**src/rtl/itoa_converter.sv**
```systemverilog
// Integer-to-ASCII converter: repeated bit-serial restoring division by the base,
// then a sop/eop-framed byte stream (base byte first, digits MSB first).
module itoa_converter #(
   parameter int NUM_WIDTH  = 32,
   parameter int DATA_WIDTH = 8
) (
   input  logic                  clk,
   input  logic                  rst,
   input  logic [NUM_WIDTH-1:0]  number,
   input  logic [DATA_WIDTH-1:0] base,
   input  logic                  start,
   output logic                  ready,
   output logic [DATA_WIDTH-1:0] data,
   output logic                  sop,
   output logic                  eop,
   output logic                  error
);

   localparam int BW = $clog2(NUM_WIDTH);
   localparam int CW = $clog2(NUM_WIDTH + 1);

   typedef enum logic [2:0] {S_IDLE, S_DIVIDE, S_EMIT_SOP, S_EMIT_DIG, S_ERR} state_t;

   state_t                r_state, w_state_nxt;
   logic [NUM_WIDTH-1:0]  r_dividend;
   logic [3:0]            r_rem;
   logic [3:0]            r_base;
   logic [BW-1:0]         r_bit;
   logic [CW-1:0]         r_cnt;
   logic [3:0]            r_buf [NUM_WIDTH];
   logic [DATA_WIDTH-1:0] r_data, w_data_nxt;
   logic                  r_sop, w_sop_nxt;
   logic                  r_eop, w_eop_nxt;
   logic                  r_error, w_error_nxt;

   logic [4:0]            w_rem_sh;
   logic                  w_qbit;
   logic [3:0]            w_rem_nxt;
   logic [NUM_WIDTH-1:0]  w_quo;
   logic                  w_last_bit;
   logic                  w_base_ok;
   logic [BW-1:0]         w_pop_idx;
   logic [3:0]            w_digit;

   // Dividend shifts left into the remainder; quotient bits fill in from the LSB,
   // so after NUM_WIDTH steps the dividend register holds the quotient.
   assign w_rem_sh   = {r_rem, r_dividend[NUM_WIDTH-1]};
   assign w_qbit     = (w_rem_sh >= {1'b0, r_base});
   assign w_rem_nxt  = w_qbit ? 4'(w_rem_sh - {1'b0, r_base}) : w_rem_sh[3:0];
   assign w_quo      = {r_dividend[NUM_WIDTH-2:0], w_qbit};
   assign w_last_bit = (r_bit == BW'(NUM_WIDTH - 1));
   assign w_base_ok  = (base >= DATA_WIDTH'(2)) && (base <= DATA_WIDTH'(10));
   assign w_pop_idx  = BW'(r_cnt - CW'(1));
   assign w_digit    = r_buf[w_pop_idx];

   assign ready = (r_state == S_IDLE);
   assign data  = r_data;
   assign sop   = r_sop;
   assign eop   = r_eop;
   assign error = r_error;

   always_ff @(posedge clk) begin
      if (!rst) r_state <= S_IDLE;
      else      r_state <= w_state_nxt;
   end

   // Outputs are registered one cycle behind the state that produces them; EMIT_DIG
   // and ERR each hold one extra cycle so ready only returns after the last beat.
   always_comb begin
      w_state_nxt = r_state;
      w_data_nxt  = '0;
      w_sop_nxt   = 1'b0;
      w_eop_nxt   = 1'b0;
      w_error_nxt = 1'b0;
      case (r_state)
         S_IDLE:     if (start) w_state_nxt = w_base_ok ? S_DIVIDE : S_ERR;
         S_DIVIDE:   if (w_last_bit && (w_quo == '0)) w_state_nxt = S_EMIT_SOP;
         S_EMIT_SOP: begin
            w_sop_nxt   = 1'b1;
            w_data_nxt  = DATA_WIDTH'(r_base);
            w_state_nxt = S_EMIT_DIG;
         end
         S_EMIT_DIG: begin
            if (r_cnt != '0) begin
               w_data_nxt = DATA_WIDTH'(8'h30) + DATA_WIDTH'(w_digit);
               w_eop_nxt  = (r_cnt == CW'(1));
            end else begin
               w_state_nxt = S_IDLE;
            end
         end
         S_ERR: begin
            if (!r_error) w_error_nxt = 1'b1;
            else          w_state_nxt = S_IDLE;
         end
         default:    w_state_nxt = S_IDLE;
      endcase
   end

   always_ff @(posedge clk) begin
      if (!rst) begin
         r_data  <= '0;
         r_sop   <= 1'b0;
         r_eop   <= 1'b0;
         r_error <= 1'b0;
      end else begin
         r_data  <= w_data_nxt;
         r_sop   <= w_sop_nxt;
         r_eop   <= w_eop_nxt;
         r_error <= w_error_nxt;
      end
   end

   always_ff @(posedge clk) begin
      if (!rst) begin
         r_dividend <= '0;
         r_rem      <= '0;
         r_base     <= '0;
         r_bit      <= '0;
         r_cnt      <= '0;
         for (int unsigned i = 0; i < NUM_WIDTH; i++) r_buf[i] <= '0;
      end else begin
         case (r_state)
            S_IDLE: begin
               if (start) begin
                  r_dividend <= number;
                  r_base     <= base[3:0];
                  r_rem      <= '0;
                  r_bit      <= '0;
                  r_cnt      <= '0;
               end
            end
            S_DIVIDE: begin
               r_dividend <= w_quo;
               if (w_last_bit) begin
                  r_buf[BW'(r_cnt)] <= w_rem_nxt;
                  r_cnt             <= r_cnt + CW'(1);
                  r_rem             <= '0;
                  r_bit             <= '0;
               end else begin
                  r_rem <= w_rem_nxt;
                  r_bit <= r_bit + BW'(1);
               end
            end
            S_EMIT_DIG: if (r_cnt != '0) r_cnt <= r_cnt - CW'(1);
            default: ;
         endcase
      end
   end

endmodule
```
**config.mk**
```make
export PLATFORM = sky130hd
export DESIGN_NAME = itoa_converter
export DESIGN_NICKNAME = d
export VERILOG_FILES = /design/src/rtl/itoa_converter.sv
export SDC_FILE = /design/constraint.sdc
export NUM_CORES = 1
export LEC_CHECK = 0
export BUFFER_PORTS_ARGS = -buffer_cell sky130_fd_sc_hd__buf_2
export CAP_MARGIN = 15
export CELL_PAD_IN_SITES_DETAIL_PLACEMENT = 0
export CELL_PAD_IN_SITES_GLOBAL_PLACEMENT = 1
export CORE_MARGIN = 2
export CORE_UTILIZATION = 25
export DETAILED_ROUTE_END_ITERATION = 8
export PLACE_DENSITY_LB_ADDON = 0.1
export SLEW_MARGIN = 5
export SYNTH_ARGS = -nofsm -noshare
export SYNTH_HDL_FRONTEND = slang
export SYNTH_SLANG_ARGS = --single-unit
export TNS_END_PERCENT = 10
```
**constraint.sdc**
```tcl
create_clock -name clk -period 6 [get_ports clk]
set_input_delay 0.3 -clock clk [delete_from_list [all_inputs] [get_ports clk]]
set_output_delay 0.3 -clock clk [all_outputs]
set_load 0.005 [all_outputs]
```
==> results of run 1 <==
-- worst min-delay path, stage by stage --
cell      delay, ns
buf_2          0.12
nand2_1        0.05
a21boi_0       0.06
-- placed cells by master (no fill, tap or decap), types with 4 or more instances in the layout --
master and n:
nor3_1 8, ha_1 10, dfxtp_1 61, nand2_1 166
inv_1 13, buf_2 52, nand4_1 5, nor2b_1 6
edfxtp_1 128, o21ai_0 19, o22ai_1 5, buf_4 13
and3_1 5, mux4_2 32, and2_1 10, nor4_1 9
inv_6 9, clkbuf_16 17, nand3_1 49, nor2_1 176
a21boi_0 7, o211a_1 33, o21a_1 6, a21oi_1 16
nor3b_1 4
-- flip-flops by register name, summed over array words and instances (netlist names) --
signal      cells
error           1
r_dividend     32
r_bit           5
data            5
sop             1
r_cnt           6
eop             1
r_buf         128
r_state         3
r_rem           4
r_base          4
-- metal layers --
metal  routed length (µm)  part of all wire [%]
met5                    0                     0
met4                  267                   1.0
met3                  688                   2.6
met1                12600                    48
met2                12600                    48
-- through the flow --
step / setup slack, ns / total power, mW / instances / util (%)
2_1_floorplan: 3.66 / 2.50 / 885 / -
3_3_place_gp: 2.77 / 2.98 / 1345 / 27.4
3_5_place_dp: 3.08 / 2.95 / 1347 / 27.4
4_1_cts: 3.08 / 4.10 / 1379 / 29.0
5_1_grt: 2.90 / 4.25 / 1379 / 29.0
6_report: 3.10 / 4.01 / 1379 / 29.0
-- area by class of cell --
type | instances | area (µm²)
flip-flops and latches | 190 | 5090
clock buffers | 17 | 425
clock inverters | 15 | 139
repair buffers | 67 | 380
well taps | 461 | 577
fillers | 3824 | 25400
multi-input cells | 616 | 3720
inverters | 13 | 48.8
-- path summary, 6_finish.rpt --
| kind | start | endpoint | depth (start not counted) |
|---|---|---|---|
| max | r_bit[0] | r_buf[31][0] | 8 |
| min reg2reg | r_bit[4] | r_bit[4] | 2 |
| min | base[2] | r_base[2] | 3 |
| max reg2reg | r_bit[0] | r_buf[31][0] | 8 |
-- power by group through the flow --
stage                     clock network [mW]  registers (mW)  logic [mW]
after floorplan                            0            1.59       0.907
after global placement                     0            1.65        1.32
after detailed placement                   0            1.65        1.31
after CTS                               1.17            1.62        1.31
after global routing                    1.21            1.63        1.41
final                                   1.13            1.62        1.26
-- cells by family after synthesis --
group | share of synthesized area, %
fa+ha+maj | 1.59
simple gates | 21.4
mux | 8.25
flops | 55.7
other cells | 0.0411
buf+inv | 3.69
xor+xnor | 0.480
compound gates | 8.89
==> impl_metrics.ini, run 1 <==
[outcome]
status = complete, no violations

[synthesis]
ys_ff_latch = 190
synth_top_area_share_pct = 42.1
synth_flop_cell = edfxtp_1
seq_area_frac_synth_pct = 55.7
synth.top_cells.by_count = nor2_1, nand2_1, edfxtp_1
synthTopCellsByArea = edfxtp_1, dfxtp_1, mux4_2, nor2_1, nand2_1
yosysTopAreaCell = edfxtp_1
syn_inst = 884
yosys_warnings = 0
netlist_area_um2 = 9130
synthDistinctLibCells = 56
yosys.cell_count.top_type = nor2_1
synth_edf_count = 128
avgSynthCellArea_um2 = 10.3
synth-async-reset-ratio_pct = 0

[die]
initial_core_util_pct = 25.5
std_cell_rows = 69
core_um2 = 35700
die_h_um = 195
die_area_um2 = 38100
pin_count = 55
dieWidth_um = 195

[worst_setup_path]
cp.buffers_inverters = 1
critPathCaptureType = register
r2r_slack_ns = 3.10
critPathSlowestCell = nor2_1
crit_required_ns = 6.14
crit_fanout = 6
path_cells = ha_1 -> and3_1 -> ha_1 -> nand4b_1 -> nor2_1 -> buf_4 -> nand2_1 -> nand2_1
startpoint_type = register
crit_type = reg2reg
critPathMaxStageDelay_ns = 0.62
crit_arrival_ns = 3.04
crit_family = simple AND/OR/NAND/NOR gates

[placement]
dpl.hpwl_um = 17500
post_dp_cell_area_um2 = 9810
place.gp.congestion = 0.730
portBuffers = 52

[layout]
area_delta_synth_final_pct = 13.6
nNetsFinal = 959
post-route-cell-area_um2 = 10400
drive_above_1_share_pct = 15.6
antenna_cells = 0

[route]
firstDrtPassIters = 4
drc_errors = 0
vias = 6451
via_per_inst = 4.68
routed_wl_um = 26200
ant_nets = 0
avgRoutedWirePerCell_um = 19.0
drt-initial-drc-count = 390

[worst_hold_path]
worstHoldPathType = in2reg

[global_route]
grtUsageMet2_pct = 23.3
grt_max_degree = 77
gr-total-overflow = 0
grt.total_usage_pct = 14.1
use_met3_pct = 2.26
grt_pass1_vias = 6584
grt_pass1_wl_um = 40300
grt.met1_usage_pct = 19.1
grt_antenna_before_repair = 0
top_usage_layer = met2

[timing]
drv_slew = 0
finalSetupTns_ns = 0
fin_crit_ns = 2.90
hold_viol_final = 0
period_share_pct = 48.4
rsz0062_at_grt = false
worst_pin_slew_ns = 0.956
setup_viol = 0
slew_headroom_pct = 36.3
skew_ns = 0.0209
hold_ws_ns = 0.125
fmax_mhz = 345

[clocking]
clockBufferDepth = 2
cts_sinks = 190
hold_buffers = 0
numCtsBuffers = 17
cts_root_buffer = clkbuf_16
htree_levels = 4
cts_tree = built
path_clk_slew_ns = 0.08
ctsResizeCount = 0
clock_latency_ns = 0.45
cts_setup_buffers = 0

[power_and_ir_drop]
switching_power_mw = 1.55
power_density_nw_per_um2 = 386
power.share.switching_pct = 38.7
clockPowerShare_pct = 28.2
p_comb_share_pct = 31.4
p_int_mw = 2.46
pwr-share-seq_pct = 40.3
power.leakage_nw = 4.02
ir_worst_vdd_mv = 0.203

[flow_run]
maxCapViolCount = 0
Note: power is estimated with default switching activity, not from simulation.
==> run 2: changes to the inputs <==
==> constraint.sdc (replaced) <==
create_clock -name clk -period 2.82 [get_ports clk]
set_input_delay 0.141 -clock clk [delete_from_list [all_inputs] [get_ports clk]]
set_output_delay 0.141 -clock clk [all_outputs]
set_load 0.005 [all_outputs]
==> run 2 against run 1 <==
Effect of this change: combinational power is 140% higher; sequential share of layout area is 1.3 points lower; critical path depth stayed put; global-route usage is 0.092 points higher.
==> impl_metrics.ini, run 2 (synthesis gave the netlist of run 1 again) <==
[timing]
finalSetupTns_ns = 0
fin_crit_ns = 2.49
hold_viol_final = 0
skew_ns = 0.0145
worst_pin_slew_ns = 0.631
slew_headroom_pct = 57.8
setup_viol = 0
rsz0062_at_grt = false
drv_slew = 0
worst_slack_ns = 0.326
fmax_mhz = 401
period_share_pct = 88.5

[layout]
drive_above_1_share_pct = 17.2
antenna_cells = 0
nNetsFinal = 985
regMostFlops = r_buf
area_delta_synth_final_pct = 16.7
largest_reg_flops = 128
top_regs = r_buf x128, r_dividend x32, r_cnt x6
layout_commonest_cell = nor2_1
mostFrequentLayoutCells = nor2_1, nand2_1, edfxtp_1

[placement]
place_ws_ns = 0.322
dpl.hpwl_um = 17400
portBuffers = 52
place.gp.congestion = 0.751

[die]
pin_count = 55
dieWidth_um = 195
die_h_um = 195
std_cell_rows = 69
initial_core_util_pct = 25.5
die_area_um2 = 38100
core_um2 = 35700

[clocking]
cts_root_buffer = clkbuf_16
clock_latency_ns = 0.45
numCtsBuffers = 17
cts_tree = built
cts_setup_buffers = 0
path_clk_slew_ns = 0.08
clockBufferDepth = 2
htree_levels = 4
cts_sinks = 190

[global_route]
grt.total_usage_pct = 14.1
grt_antenna_before_repair = 0
gr-total-overflow = 0
grt_pass1_wl_um = 40400
grt_pass1_vias = 6692
grt_max_degree = 44

[power_and_ir_drop]
total_power_mw = 8.83
power.leakage_nw = 4.17
ir_worst_vdd_mv = 0.463
power_density_nw_per_um2 = 829

[worst_setup_path]
crit_type = reg2reg
critPathCaptureType = register
crit_arrival_ns = 2.83
startpoint_type = register
crit_fanout = 6
crit_required_ns = 3.16

[flow_run]
maxCapViolCount = 0

[route]
drc_errors = 0
firstDrtPassIters = 5
route.met2.wl_um = 12300
avgRoutedWirePerCell_um = 18.6
routed_wl_um = 26100
wl_met1_um = 12800
ant_nets = 0
routed.top_layer = met4
vias = 6483
route.met3.wl_um = 832
drt-initial-drc-count = 375
via_per_inst = 4.61

[outcome]
status = complete, no violations

[worst_hold_path]
worstHoldPathType = in2reg
==> run 2: cell count changes in the layout (fill, tap and decap cells not counted), sizes merged <==
cell and change:
inv -6, clkbuf +1, clkinvlp +2, buf +22, dlygate4sd3 +4, clkinv +2
bufinv +1
==> run 2: layout make-up <==
type	instances	area, µm²
clock buffer	18	429
clock inverter	14	133
fill	3754	25100
inverter	13	48.8
multi-input combinational	616	3710
sequential	190	5090
tap	461	577
timing repair buffer	93	666
==> run 2: timing repair <==
item,CTS,global route
hold endpoints to repair,4,0
hold buffers,4,0
resized for setup,0,0
==> run 2: power breakdown <==
part / internal, mW / total [mW] / leakage, nW / switching (mW)
Sequential: 3.22 / 3.42 / 1.83 / 0.208
Clock: 1.24 / 2.42 / 0.274 / 1.18
Combinational: 1.07 / 2.99 / 2.07 / 1.92
Total: 5.52 / 8.83 / 4.17 / 3.31
==> run 2: per-layer routing <==
| layer | global-route usage (%) | vias up |
|---|---|---|
| li1 | - | 3225 |
| met1 | 19.7 | 3156 |
| met2 | 22.7 | 89 |
| met3 | 2.28 | 13 |
| met4 | 4.07 | 0 |
| met5 | 0 | - |
==> run 2: stage by stage <==
stage	cell area (µm²)	util, %	std cells	hold WS, ns
floorplan	9140	-	885	0.286
global placement	10100	28.1	1369	0.442
detailed placement	10100	28.1	1369	0.442
finish	10700	29.8	1405	0.0383
global route	10700	29.8	1405	0.0464
CTS	10700	29.8	1405	0.0138
==> run 2: path summary, 6_finish.rpt <==
kind	cells after the start	slack, ns	end	from
setup / recovery	8	0.33	r_state[0]	r_bit[0]
hold / removal	4	0.04	r_dividend[12]	number[12]
setup reg to reg	8	0.33	r_state[0]	r_bit[0]
hold reg to reg	2	0.49	r_base[2]	r_base[2]
==> run 2: worst max-delay path, cell delays in order (launching register included) <==
cell	delay [ns]
dfxtp_1	0.40
ha_1	0.20
and3_1	0.17
ha_1	0.29
nor4b_1	0.29
nand4_1	0.13
or4_4	0.54
a211oi_2	0.29
a21oi_1	0.09
